===== src/rtl/timer_pkg.sv =====
// Shared definitions for the countdown timer controller: state encodings,
// the default prescaler divide ratio and a small state-classification helper.
package timer_pkg;

  typedef enum logic [2:0] {
    ST_IDLE    = 3'd0,
    ST_LOADING = 3'd1,
    ST_RUN     = 3'd2,
    ST_PAUSE   = 3'd3,
    ST_DONE    = 3'd4
  } state_t;

  localparam int unsigned DEFAULT_CLK_DIV = 32'd100;

  // States in which a stop command must also clear the digit counter chain.
  function automatic logic stop_clears(input state_t st);
    logic res;
    case (st)
      ST_RUN, ST_PAUSE, ST_DONE: res = 1'b1;
      default:                   res = 1'b0;
    endcase
    return res;
  endfunction

endpackage


===== src/rtl/tick_gen.sv =====
// Prescaler for the timer: counts 0..CLK_DIV-1 while run is high and flags
// the last count with tick. restart forces the count back to zero so the
// first tick after (re)entering RUN comes a full CLK_DIV cycles later.
// Outside RUN the count is frozen.
module tick_gen
  import timer_pkg::*;
#(
  parameter int unsigned CLK_DIV = DEFAULT_CLK_DIV
) (
  input  logic clock,
  input  logic clearn,
  input  logic run,
  input  logic restart,
  output logic tick
);

  localparam logic [15:0] LAST_COUNT = 16'(CLK_DIV - 32'd1);

  logic [15:0] count_r;

  // Prescaler count: restart to zero, advance and wrap in RUN, hold otherwise.
  always_ff @(posedge clock or negedge clearn) begin
    if (!clearn) begin
      count_r <= 16'd0;
    end else if (restart) begin
      count_r <= 16'd0;
    end else if (run) begin
      count_r <= (count_r == LAST_COUNT) ? 16'd0 : count_r + 16'd1;
    end else begin
      count_r <= count_r;
    end
  end

  assign tick = run && (count_r == LAST_COUNT);

endmodule


===== src/rtl/timer_controller.sv =====
// Countdown timer controller driving an external chain of BCD digit counters.
// Commands (stop > pause > start > load) steer a five-state FSM; the prescaler
// sub-module paces decrements of the chain while running.
// Optional build macro TIMER_DOOR_INTERLOCK_EN: an open door forces RUN into
// PAUSE and blocks start; without it door_open has no effect.
module timer_controller
  import timer_pkg::*;
#(
  parameter int unsigned CLK_DIV = DEFAULT_CLK_DIV
) (
  input  logic       clock,
  input  logic       clearn,
  input  logic       start,
  input  logic       pause,
  input  logic       stop,
  input  logic       load,
  input  logic       zero_all,
  input  logic       door_open,
  output logic       cnt_en,
  output logic       cnt_loadn,
  output logic       cnt_clearn,
  output logic       running,
  output logic       done,
  output logic [2:0] state
);

  state_t state_r;
  state_t state_next_s;
  logic   clear_req_s;
  logic   door_block_s;
  logic   start_ok_s;
  logic   restart_s;
  logic   tick_s;
  logic   cnt_loadn_r;
  logic   cnt_clearn_r;

`ifdef TIMER_DOOR_INTERLOCK_EN
  assign door_block_s = door_open;
`else
  logic door_unused_s;
  assign door_unused_s = door_open;
  assign door_block_s  = 1'b0;
`endif

  assign start_ok_s = start && !door_block_s;

  // State register.
  always_ff @(posedge clock or negedge clearn) begin
    if (!clearn) begin
      state_r <= ST_IDLE;
    end else begin
      state_r <= state_next_s;
    end
  end

  // Next-state decode; the highest-priority asserted command is the one acted on.
  always_comb begin
    state_next_s = ST_IDLE;
    clear_req_s  = 1'b0;
    case (state_r)
      ST_IDLE: begin
        if (stop || pause) begin
          state_next_s = ST_IDLE;
        end else if (start) begin
          state_next_s = (start_ok_s && !zero_all) ? ST_RUN : ST_IDLE;
        end else if (load) begin
          state_next_s = ST_LOADING;
        end else begin
          state_next_s = ST_IDLE;
        end
      end
      ST_LOADING: begin
        state_next_s = ST_IDLE;
      end
      ST_RUN: begin
        if (stop) begin
          state_next_s = ST_IDLE;
          clear_req_s  = 1'b1;
        end else if (pause || door_block_s) begin
          state_next_s = ST_PAUSE;
        end else if (zero_all) begin
          state_next_s = ST_DONE;
        end else begin
          state_next_s = ST_RUN;
        end
      end
      ST_PAUSE: begin
        if (stop) begin
          state_next_s = ST_IDLE;
          clear_req_s  = 1'b1;
        end else if (pause) begin
          state_next_s = ST_PAUSE;
        end else if (start) begin
          state_next_s = start_ok_s ? ST_RUN : ST_PAUSE;
        end else if (load) begin
          state_next_s = ST_LOADING;
        end else begin
          state_next_s = ST_PAUSE;
        end
      end
      ST_DONE: begin
        if (stop) begin
          state_next_s = ST_IDLE;
          clear_req_s  = stop_clears(state_r);
        end else if (pause) begin
          state_next_s = ST_DONE;
        end else if (start) begin
          state_next_s = start_ok_s ? ST_IDLE : ST_DONE;
        end else if (load) begin
          state_next_s = ST_LOADING;
        end else begin
          state_next_s = ST_DONE;
        end
      end
      default: begin
        state_next_s = ST_IDLE;
        clear_req_s  = 1'b0;
      end
    endcase
  end

  // Any entry into RUN (from IDLE or PAUSE) restarts the prescaler.
  assign restart_s = (state_next_s == ST_RUN) && (state_r != ST_RUN);

  // Registered chain controls: clear pulse after a stop, load strobe during LOADING.
  always_ff @(posedge clock or negedge clearn) begin
    if (!clearn) begin
      cnt_clearn_r <= 1'b0;
      cnt_loadn_r  <= 1'b1;
    end else begin
      cnt_clearn_r <= !clear_req_s;
      cnt_loadn_r  <= (state_next_s != ST_LOADING);
    end
  end

  tick_gen #(
    .CLK_DIV (CLK_DIV)
  ) u_tick_gen (
    .clock   (clock),
    .clearn  (clearn),
    .run     (state_r == ST_RUN),
    .restart (restart_s),
    .tick    (tick_s)
  );

  // State-decoded outputs; the enable is gated by zero_all so the chain never wraps.
  always_comb begin
    running = (state_r == ST_RUN);
    done    = (state_r == ST_DONE);
    cnt_en  = tick_s && !zero_all;
  end

  assign cnt_loadn  = cnt_loadn_r;
  assign cnt_clearn = cnt_clearn_r;
  assign state      = state_r;

endmodule


===== config.mk =====
export PLATFORM = sky130hd
export DESIGN_NAME = timer_controller
export DESIGN_NICKNAME = d
export VERILOG_FILES = /design/src/rtl/timer_pkg.sv /design/src/rtl/tick_gen.sv /design/src/rtl/timer_controller.sv
export SDC_FILE = /design/constraint.sdc
export NUM_CORES = 1
export LEC_CHECK = 0
export BUFFER_PORTS_ARGS = -buffer_cell sky130_fd_sc_hd__buf_4
export CORE_MARGIN = 2
export CORE_UTILIZATION = 35
export CTS_CLUSTER_DIAMETER = 100
export DETAILED_ROUTE_END_ITERATION = 10
export HOLD_SLACK_MARGIN = 0.08
export PLACE_DENSITY = 0.5
export SKIP_LAST_GASP = 1
export SLEW_MARGIN = 10
export SYNTH_ARGS = -nofsm -noshare
export SYNTH_HDL_FRONTEND = slang
export SYNTH_HIERARCHICAL = 1
export SYNTH_SLANG_ARGS = --single-unit

===== constraint.sdc =====
create_clock -name clock -period 3.7 [get_ports clock]
set_input_delay 0.37 -clock clock [delete_from_list [all_inputs] [get_ports clock]]
set_output_delay 0.37 -clock clock [all_outputs]
set_load 0.03 [all_outputs]

== Yosys cells after proc, flatten, opt, wreduce, memory -nomap -nowiden ==
Index checks and enable logic that the tools add are counted.

* Bits in registers: 21
* Latch bits: 0
* RAM bits: 0
* ROM bits: 0
* Input port bits: 8
* Output and inout port bits: 8
* Memories: 0

* Add/subtract/negate cells: 1
* Multiply operators: 0
* Div/mod/pow operators: 0
* $lt $le $gt $ge: 0
* Equality and inequality tests: 7
* Shifts and indexed selects: 0
* Muxes and demuxes: 23
* Bitwise gates (word level): 0
* Reduce and logical (&&, ||, !) cells: 11

{| class="wikitable"
|+ Operator list
! cell !! count
|-
| $mux W16 || 3
|-
| $mux W3 || 7
|-
| $add A16 B1 Y16 const B || 1
|-
| $eq A16 B7 Y1 const B || 1
|-
| $mux W2 || 7
|-
| $pmux W3 S4 || 1
|-
| $eq A3 B2 Y1 const B || 3
|-
| $logic_and A1 B1 Y1 || 4
|-
| $mux W1 || 4
|-
| $eq A3 B3 Y1 const B || 1
|-
| $logic_not A3 Y1 || 1
|-
| $ne A3 B1 Y1 const B || 1
|-
| $ne A3 B2 Y1 const B || 1
|-
| $reduce_or A3 Y1 || 1
|-
| $logic_not A1 Y1 || 2
|-
| $pmux W1 S2 || 1
|-
| $reduce_bool A2 Y1 || 1
|-
| $reduce_or A2 Y1 || 1
|-
| $logic_or A1 B1 Y1 || 1
|}

== Logic depth before layout (Yosys ltp) ==
* Depth after elaboration: 9
* Mapped depth: 8
* Mapped depth without buffers: 8

== Modules after synthesis ==
The synthesis kept the hierarchy.

{| class="wikitable"
|+ Modules (own cells, without submodules)
! module !! times used !! cells each !! area an instance (um^2)
|-
| tick_gen || 1 || 95 || 889.6
|-
| timer_controller || 1 || 31 || 286.5
|}

== Worst setup path before layout ==
Ideal clock, no wire load.

* Path type: register to register
* From: reg state_r[1], in the netlist state[1]
* To: reg u_tick_gen.count_r[10]
* Library setup time: 0.127 ns
* Data arrival time: 2.563 ns
* Required time: 3.573 ns
* Path slack: 1.010 ns
* Stages on the path, launching flop included: 9
* Path through: dfrtp_1 -> nor3b_1 -> o21a_1 -> nor2_1 -> nor4b_2 -> o21ai_0 -> nor4_1 -> xnor2_1 -> nor2_1

* Word-level cells in the longest chain between the ends: 5

{| class="wikitable"
|+ RTL lines
! element !! line !! RTL
|-
| start: declaration || timer_controller.sv:27 || <nowiki>state_t state_r;</nowiki>
|-
| start signal: assignment || timer_controller.sv:52 || <nowiki>state_r <= state_next_s;</nowiki>
|-
| $eq A3 B3 Y1 (*) || n/a ||
|-
| named net done || timer_controller.sv:23 || <nowiki>output logic done,</nowiki>
|-
| $pmux W3 S4 (*) || timer_controller.sv:60 || <nowiki>case (state_r)</nowiki>
|-
| $eq A3 B2 Y1 (*) || timer_controller.sv:123 || <nowiki>assign restart_s = (state_next_s == ST_RUN) && (state_r != ST_RUN);</nowiki>
|-
| $logic_and A1 B1 Y1 (*) || timer_controller.sv:123 ||
|-
| named net restart_s || timer_controller.sv:32 || <nowiki>logic restart_s;</nowiki>
|-
| $mux W16 or $reduce_bool A2 Y1 (tied branches) || n/a ||
|-
| end signal: assignment || tick_gen.sv:28 || <nowiki>count_r <= (count_r == LAST_COUNT) ? 16'd0 : count_r + 16'd1;</nowiki>
|-
| end signal: assignment || tick_gen.sv:30 || <nowiki>count_r <= count_r;</nowiki>
|-
| end: declaration || tick_gen.sv:19 || <nowiki>logic [15:0] count_r;</nowiki>
|}

The timed path passes the listed nets; every way through them passes the cells marked *.
A chain may end at the register's enable or synchronous reset.

== Worst setup path after layout ==
* From: reg state_r[0], in the netlist state[0]
* To: reg u_tick_gen.count_r[10]

* Word-level cells in the longest chain between the ends: 5

{| class="wikitable"
|+ RTL lines
! element !! line
|-
| $eq A3 B3 Y1, or another cell as far along || timer_controller.sv:60
|-
| $pmux W3 S4 || timer_controller.sv:60
|-
| $eq A3 B2 Y1 || timer_controller.sv:123
|-
| $logic_and A1 B1 Y1 (*) || timer_controller.sv:123
|-
| named net restart_s || timer_controller.sv:32
|-
| $mux W16 or $reduce_bool A2 Y1 (tied branches) || n/a
|}

Marked as above.

==> results.txt <==
clock period minus worst slack -> 2.700 ns
gr ovfl total -> 0
Largest delay share family, worst path -> simple AND/OR/NAND/NOR gates
vias per cell -> 5.439
Slew headroom -> 56.38%
die footprint -> 0.003840 mm2
largest fanout on the critical path -> 8
Hold Crit Class -> in2reg
setup TNS -> 0 ns
Post-DP HPWL -> 1972 um
Layout Nets -> 153
initial DRC count -> 68
All-Layer GR Usage -> 15.46%
# H-tree levels -> 1
sequential area share after synthesis -> 44.79%
Clk Tree Root Cell -> clkbuf_4
clock tree buffer depth -> 2
Rows -> 21
average wire per standard cell -> 14.15 um
crit path max-delay cell type -> nor4b_2
area grow syn2layout -> 15.53%
Ports -> 16
top cells by area, synth -> dfrtp_1 (43%), nor2_1 (6.4%), xnor2_1 (5.2%)
IO Port Bufs -> 14
Initial Util -> 35.81%
pwr/cell area -> 341.8 mW/mm2
global-route wire length before repair -> 4291 um
Pleak -> 0.0005430 uW
Hold WS -> 0.2781 ns
largest net degree at the start of global routing -> 22
clk_lat worst skew -> 0.30 ns
worst vdd ir -> 151.0 uV
Slew Viols, Final -> 0
RSZ-0062 raised after global routing -> no
crit path DAT -> 2.89 ns
Post-DRT Antenna Nets -> 0
Die Span X -> 61.97 um
CP startpoint kind -> flip-flop
Mapped Cells -> 126
CTS tree -> yes
Worst Skew -> 0.005305 ns
synth warn -> 6
slew at the pin closest to its max-slew limit -> 0.6525 ns
Worst-path clk slew -> 0.12 ns
ANT cells -> 0
critical-path cell list -> o41a_1 > nor4b_2 > o21ai_0 > nor4_1 > xnor2_1 > nor2_1
CTS Buf Count -> 3
CP required -> 3.89 ns
Max-Cap Viols -> 0
top cell type's share of synthesized area -> 42.55%
fin crit share -> 72.99%
final hold viol count -> 0
drt first pass iters -> 4
initial antenna violation count -> 0
layout cells sized above 1 -> 15.38%
cell accounting for the most synthesized area -> dfrtp_1
RD Place Congestion -> 0.7884
Final setup viols -> 0
Layout fillers -> 341
vias in the first global route -> 929
syn avg cell area -> 9.334 um2
CP bufs+invs -> 0
vias -> 1028
Syn Std Cell Area -> 0.001176 mm2
Critical Path Sink Type -> flip-flop
Post-Syn Nets -> 135
core area -> 0.003284 mm2
Netlist cell types -> 36
Fmax achieved -> 0.3703 GHz
CTS sink cnt -> 21
status -> finished, final reports clean
Die Ht -> 61.97 um
wirelength, routed -> 2675 um
critical path class -> reg2reg
post-synthesis sequential element count -> 21
Crit path largest cell delay -> 0.62 ns
drc violations -> 0
commonest non-fill, non-tap cells in the layout -> nor2_1 (20), dfrtp_1 (20), buf_4 (14)
Setup Buffers After CTS -> 0
[power breakdown]
group | internal [uW] | switching, uW
Clock | 42.0 | 67.0
Sequential | 247 | 30.0
Combinational | 33.1 | 45.7
Total | 322 | 143
[layer usage]
metal / wire length [um] / GRT usage (%)
met3: 140 / 4.348
met5: 0 / 0
met2: 1208 / 22.32
met1: 1297 / 20.97
met4: 28 / 7.903
[synthesized netlist by cell type]
cell / count
a21oi_1: 2
a21oi_2: 1
a31oi_1: 6
a32o_1: 1
and2b_1: 1
buf_2: 1
buf_6: 1
dfrtp_1: 20
dfstp_2: 1
ha_1: 1
inv_1: 4
nand2_1: 9
nand3_1: 5
nand3_2: 1
nand3b_1: 1
nand4_1: 6
nor2_1: 20
nor2b_1: 4
nor3_1: 5
nor3b_1: 2
nor4_1: 6
nor4b_1: 1
nor4b_2: 1
nor4bb_1: 1
o211ai_1: 2
o21a_1: 1
o21ai_0: 4
o21ai_1: 1
o21bai_1: 1
o21bai_4: 1
o41a_1: 1
or2_1: 1
or4_1: 1
or4b_1: 2
xnor2_1: 7
xor2_1: 3
[repair_timing]
action                                 4_1_cts  5_1_grt
hold buffers                                 1        0
endpoints found under the hold margin       20        0
gates resized for setup                      0        0
[logic make-up after synthesis]
group,after synthesis,share of synthesized area [%]
xor+xnor,10,7.447
flops,21,44.79
simple gates,67,31.17
compound gates,21,12.87
fa+ha+maj,1,1.064
buf+inv,6,2.659
[final timing paths]
kind | from | to | slack (ns) | cells after the start
worst min-delay path | stop | cnt_clearn$_DFF_PN0_ | 0.28 | 2
worst max-delay path | state[0]$_DFF_PN0_ | u_tick_gen/count_r[10]$_DFFE_PN0P_ | 1.0 | 6
worst max register to register | state[0]$_DFF_PN0_ | u_tick_gen/count_r[10]$_DFFE_PN0P_ | 1.0 | 6
worst min register to register | u_tick_gen/count_r[14]$_DFFE_PN0P_ | u_tick_gen/count_r[14]$_DFFE_PN0P_ | 0.55 | 1
max in group asynchronous | clearn | cnt_loadn$_DFF_PN1_ | 2.95 | 2
min in group asynchronous | clearn | u_tick_gen/count_r[10]$_DFFE_PN0P_ | 0.48 | 2
[flip-flops by register name (all words and copies together) (netlist names)]
register,count
u_tick_gen/count_r,16
state,3
cnt_clearn,1
cnt_loadn,1
[per-stage QoR]
stage / area, um2 / power, uW / utilization [%] / worst slack (ns) / instances
6_report: 1359 / 464.4 / 41.37 / 0.9995 / 189
5_1_grt: 1359 / 499.5 / 41.37 / 0.7225 / 189
4_1_cts: 1359 / 470.8 / 41.37 / 0.9859 / 189
3_5_place_dp: 1323 / 358.0 / 40.27 / 0.9205 / 184
3_3_place_gp: 1323 / 356.7 / 40.27 / 0.9477 / 184
2_1_floorplan: 1176 / 326.5 / - / 1.010 / 126
[final cells by class]
type | instances | area (um2) | share of cell area (%)
multi-input combinational | 99 | 618.1 | 45.49
timing repair buffer | 15 | 115.1 | 8.471
tap | 46 | 57.56 | 4.236
sequential | 21 | 526.8 | 38.77
inverter | 4 | 15.01 | 1.105
clock buffer | 4 | 26.28 | 1.934
No activity file was read; power rests on OpenSTA's default activity.
